<file path="config.mk">
export PLATFORM = sky130hd
export DESIGN_NAME = therm_adc_sampler
export DESIGN_NICKNAME = d
export VERILOG_FILES = /design/src/rtl/therm_adc_sampler.sv
export SDC_FILE = /design/constraint.sdc
export NUM_CORES = 1
export LEC_CHECK = 0
export ABC_CLOCK_PERIOD_IN_PS = 5000
export CAP_MARGIN = 15
export CORE_ASPECT_RATIO = 0.9
export CORE_MARGIN = 1
export CORE_UTILIZATION = 40
export CTS_CLUSTER_SIZE = 25
export DETAILED_ROUTE_END_ITERATION = 6
export GPL_TIMING_DRIVEN = 0
export PLACE_DENSITY_LB_ADDON = 0.12
export SETUP_SLACK_MARGIN = 0.15
export SLEW_MARGIN = 15
export SYNTH_ARGS = -nofsm -noshare
export SYNTH_HDL_FRONTEND = slang
export SYNTH_SLANG_ARGS = --single-unit
</file>
<file path="constraint.sdc">
create_clock -name clk -period 5 [get_ports clk]
set_input_delay 1 -clock clk [delete_from_list [all_inputs] [get_ports clk]]
set_output_delay 1 -clock clk [all_outputs]
set_load 0.1 [all_outputs]
</file>
<file path="src/rtl/therm_adc_sampler.sv">
// Serial ADC front end for the thermistor path: frames an 8-bit SPI-style ADC on a
// fixed period, captures each conversion and box-car averages 2^AVG_LOG2 samples.
module therm_adc_sampler #(
  parameter int CLK_DIV       = 4,
  parameter int AVG_LOG2      = 2,
  parameter int SAMPLE_PERIOD = 1000
) (
  input  logic       clk,
  input  logic       rst_n,
  input  logic       enable,
  output logic       adc_cs_n,
  output logic       adc_sclk,
  input  logic       adc_sdo,
  output logic [7:0] v_therm,
  output logic       v_valid,
  output logic       busy
);
  localparam int DW = (CLK_DIV > 1) ? $clog2(CLK_DIV) : 1;
  localparam int PW = (SAMPLE_PERIOD > 1) ? $clog2(SAMPLE_PERIOD) : 1;
  localparam int CW = (AVG_LOG2 > 0) ? AVG_LOG2 : 1;
  localparam int AW = 8 + AVG_LOG2;
  localparam logic [DW-1:0] DIV_LAST = DW'(CLK_DIV - 1);
  localparam logic [PW-1:0] PER_LAST = PW'(SAMPLE_PERIOD - 1);
  localparam logic [CW-1:0] CNT_LAST = CW'((1 << AVG_LOG2) - 1);

  typedef enum logic [2:0] {
    S_IDLE,
    S_CS_SETUP,
    S_SHIFT,
    S_CS_HOLD,
    S_ACCUM
  } state_t;

  state_t        r_state;
  logic [PW-1:0] r_period;
  logic [DW-1:0] r_div;
  logic [3:0]    r_bit;
  logic [7:0]    r_sample;
  logic [AW-1:0] r_acc;
  logic [CW-1:0] r_cnt;
  logic          r_drop;

  logic          w_start;
  logic          w_div_end;
  logic          w_in_window;
  logic [AW-1:0] w_sum;

  assign w_start     = enable && (r_period == '0) && (r_state == S_IDLE);
  assign w_div_end   = (r_div == DIV_LAST);
  assign w_in_window = (r_bit >= 4'd3) && (r_bit <= 4'd10);
  assign w_sum       = r_acc + AW'(r_sample);

  always_ff @(posedge clk or negedge rst_n) begin
    if (!rst_n) begin
      r_period <= '0;
    end else if (!enable) begin
      r_period <= '0;
    end else if (r_period == PER_LAST) begin
      r_period <= '0;
    end else begin
      r_period <= r_period + 1'b1;
    end
  end

  always_ff @(posedge clk or negedge rst_n) begin
    if (!rst_n) begin
      r_state  <= S_IDLE;
      r_div    <= '0;
      r_bit    <= '0;
      r_sample <= '0;
      r_acc    <= '0;
      r_cnt    <= '0;
      r_drop   <= 1'b0;
      adc_cs_n <= 1'b1;
      adc_sclk <= 1'b1;
      v_therm  <= '0;
      v_valid  <= 1'b0;
      busy     <= 1'b0;
    end else begin
      v_valid <= 1'b0;
      // Remember an enable drop anywhere in the frame so the window is discarded at ACCUM.
      if (!enable && r_state != S_IDLE) r_drop <= 1'b1;
      case (r_state)
        S_IDLE: begin
          if (w_start) begin
            r_state  <= S_CS_SETUP;
            adc_cs_n <= 1'b0;
            busy     <= 1'b1;
            r_div    <= '0;
          end
        end
        S_CS_SETUP: begin
          if (w_div_end) begin
            r_state  <= S_SHIFT;
            adc_sclk <= 1'b0;
            r_div    <= '0;
            r_bit    <= '0;
          end else begin
            r_div <= r_div + 1'b1;
          end
        end
        S_SHIFT: begin
          if (w_div_end) begin
            r_div <= '0;
            if (!adc_sclk) begin
              // Rising SCLK edge: the ADC has held this bit for a full low half.
              adc_sclk <= 1'b1;
              if (w_in_window) r_sample <= {r_sample[6:0], adc_sdo};
            end else if (r_bit == 4'd15) begin
              r_state <= S_CS_HOLD;
            end else begin
              r_bit    <= r_bit + 1'b1;
              adc_sclk <= 1'b0;
            end
          end else begin
            r_div <= r_div + 1'b1;
          end
        end
        S_CS_HOLD: begin
          if (w_div_end) begin
            r_state  <= S_ACCUM;
            adc_cs_n <= 1'b1;
            r_div    <= '0;
          end else begin
            r_div <= r_div + 1'b1;
          end
        end
        S_ACCUM: begin
          r_state <= S_IDLE;
          busy    <= 1'b0;
          r_drop  <= 1'b0;
          if (r_drop || !enable) begin
            r_acc <= '0;
            r_cnt <= '0;
          end else if (r_cnt == CNT_LAST) begin
            v_therm <= w_sum[AW-1:AVG_LOG2];
            v_valid <= 1'b1;
            r_acc   <= '0;
            r_cnt   <= '0;
          end else begin
            r_acc <= w_sum;
            r_cnt <= r_cnt + 1'b1;
          end
        end
        default: r_state <= S_IDLE;
      endcase
    end
  end
endmodule

</file>
==> run summary <==
Outcome = finished clean
Fin util = 0.485
Overflow after GRT = 0
Fin crit period = 3.06 ns
Syn_area_per_cell = 10.6 um2
Row Count = 27
CP delay by family, top = buffers and inverters
LEAKAGE = 1.40 nW
Largest area contributor in the netlist = dfrtp_1
Via Count = 1957
Dpl hpwl = 3550 um
Worst Setup EP = adc_sclk
PD cells = 395 nW/um2
Post-synth cell types = 48
Clk pwr share = 0.240
R2R setup slack = 2.76 ns
Filler Cell Count = 619
Port bufs = 15
Post-Route WL = 5140 um
Initial antenna violation count = 0
Placed cells = 355
Clk root buf = clkbuf_8
Worst setup path start = adc_sclk$_DFFE_PN1P_
Vias in the first global route = 2057
First-pass GRT wire length = 9400 um
Final WS setup = 1.94 ns
Final count of hold timing violations = 0
Die width = 88.3 um
Sw Ratio = 0.362
Core area = 6280 um2
Critical path depth in cells = 1
Synth Warn # = 0
Max Slew Vio Count = 0
Post-route cell area = 3050 um2
Slowest stage cell, crit path = clkdlybuf4s50_1
Die Y = 79.7 um
Max-Cap Viols = 0
Combinational power share = 0.317
Placer Congestion = 0.793
Setup repair bufs after CTS = 0
Commonest non-fill, non-tap cells in the layout = 50 x dfrtp_1, 19 x nand2_1, 16 x nor2_1
Internal power = 0.767 mW
Post-CTS sizing = 0
Worst setup SP type = register
Pre-CTS WS = 2.15 ns
Flops & latches, synth = 52
DRT iter0 DRCs = 86
Top cell type's share of synthesized area = 0.466
Syn Inst Count = 253
Post-synth EDFFs = 0
CTS clk-pin slew, worst paths = 0.10 ns
Remaining DRCs = 0
Ys flop type = dfrtp_1
P_sw = 0.436 mW
Max Fanout on Critical Path = 8
Setup violators final = 0
CTS tree = built
Share of layout cells above drive strength 1 = 0.123
Critical path data required time = 4.00 ns
Critical path capture point type = output port
Buf+Inv Stages, Crit Path = 1
Total power of the final layout = 1.20 mW
Max VDD drop = 304 uV
Clk_skew = 0.0100 ns
Synthesized area = 2680 um2
Max incr delay on CP = 1.15 ns
Hold_buf cts = 0
Largest net degree at the start of global routing = 53
Clock sink total = 52
Max clock buf depth = 2
Final net count = 294
Worst R2R Start = r_state[1]$_DFFE_PN0P_
Setup TNS Final = 0 ns
# H-tree levels = 2
Most common cell after layout, fill and taps aside = dfrtp_1
Worst rel slew slack = 0.350
Worst R2R Path Depth = 7
Starting Density = 0.427
Die area = 7040 um2
DRT Pass-1 Iters = 4
Diodes inserted = 0
Crit share post-route = 0.613
Drt wl/cell = 14.2 um
I/O pins = 16
Max frequency = 0.326 GHz
Vias/cell = 5.39
RSZ-0062 raised after global routing = no
Setup Crit Path Kind = reg2out
Fin cells = 363
CP cell instances = clkdlybuf4s50_1
Syn_nets = 272
Total global-route track usage = 0.171
CTS Buf Count = 5
Async SR Flop Fraction = 1.00
CP Data Arrival Time = 2.06 ns
Sequential power share = 0.443
Final hold slack = 0.493 ns
Area contributors post-synth = dfrtp_1 47%, ha_1 6.5%, mux2_2 5.0%
Final ANT Viol Nets = 0
Dpl cell area = 2940 um2
R2r endpoint = v_therm[7]$_DFFE_PN0P_
Syn-to-layout area delta = 13.6%
Actual slew at the worst max-slew pin = 0.971 ns
Worst skew pair latency = 0.30 ns
Hold WC Path Type = reg2reg
Seq/Total Area, Yosys = 0.486
==> worst min-delay path: stages, from the launching register on <==
cell and delay [ns]:
dfrtp_1 0.36, nand2_1 0.05, nand3_1 0.06
==> sequential cells by signal (all words and copies together), names as in the netlist, 2 cells and up <==
| name | cells |
|---|---|
| r_acc | 10 |
| r_period | 10 |
| r_sample | 8 |
| v_therm | 8 |
| r_bit | 4 |
| r_state | 3 |
| r_cnt | 2 |
| r_div | 2 |
==> final cells by class <==
type	instances	area [um2]	share of cell area
Sequential cell	52	1300	0.428
Multi-Input combinational cell	185	1300	0.427
Timing Repair Buffer	15	148	0.0485
Tap cell	87	109	0.0357
Clock buffer	6	72.6	0.0238
Buffer	7	43.8	0.0144
Clock inverter	2	35.0	0.0115
Inverter	9	33.8	0.0111
==> power groups by stage <==
stage	combinational, mW	sequential [mW]	clock, mW
global route	0.432	0.544	0.317
CTS	0.383	0.533	0.299
global placement	0.377	0.539	0
floorplan	0.193	0.643	0
detailed placement	0.383	0.541	0
finish	0.382	0.533	0.288
==> layer usage <==
metal	GRT usage	vias up	wire length (um)
li1	-	967	-
met1	0.230	958	2550
met2	0.284	27	2390
met3	0.0310	5	158
met4	0.0387	0	42
met5	0	-	0
==> how the worst min path moves through the flow <==
| stage | end | from | depth (start not counted) |
|---|---|---|---|
| 2_1_floorplan | r_cnt[1]$_DFFE_PN0P_ | r_cnt[1]$_DFFE_PN0P_ | 2 |
| 4_1_cts | v_therm[6]$_DFFE_PN0P_ | v_therm[6]$_DFFE_PN0P_ | 2 |
| 3_3_place_gp | r_cnt[1]$_DFFE_PN0P_ | r_cnt[1]$_DFFE_PN0P_ | 2 |
| 3_5_place_dp | r_cnt[1]$_DFFE_PN0P_ | r_cnt[1]$_DFFE_PN0P_ | 2 |
| 5_1_grt | v_therm[6]$_DFFE_PN0P_ | v_therm[6]$_DFFE_PN0P_ | 2 |
| 6_report | v_therm[6]$_DFFE_PN0P_ | v_therm[6]$_DFFE_PN0P_ | 2 |
==> logic make-up after synthesis <==
group / synth area share
buffers and inverters: 0.0289
AND/OR/NAND/NOR: 0.173
flip-flops: 0.486
adder cells (fa/ha/maj): 0.0728
AO/OA/AOI/OAI: 0.143
XOR/XNOR: 0.0457
multiplexers: 0.0504
==> cells in the mapped netlist (all sizes together) (7+ instances only) <==
master / n
a21oi: 9
xor2: 7
dfrtp: 50
nand2: 19
inv: 9
o21ai: 15
mux2: 12
nor2: 16
nand3: 13
ha: 14
xnor2: 7
Note: power is estimated with default switching activity, not from simulation.
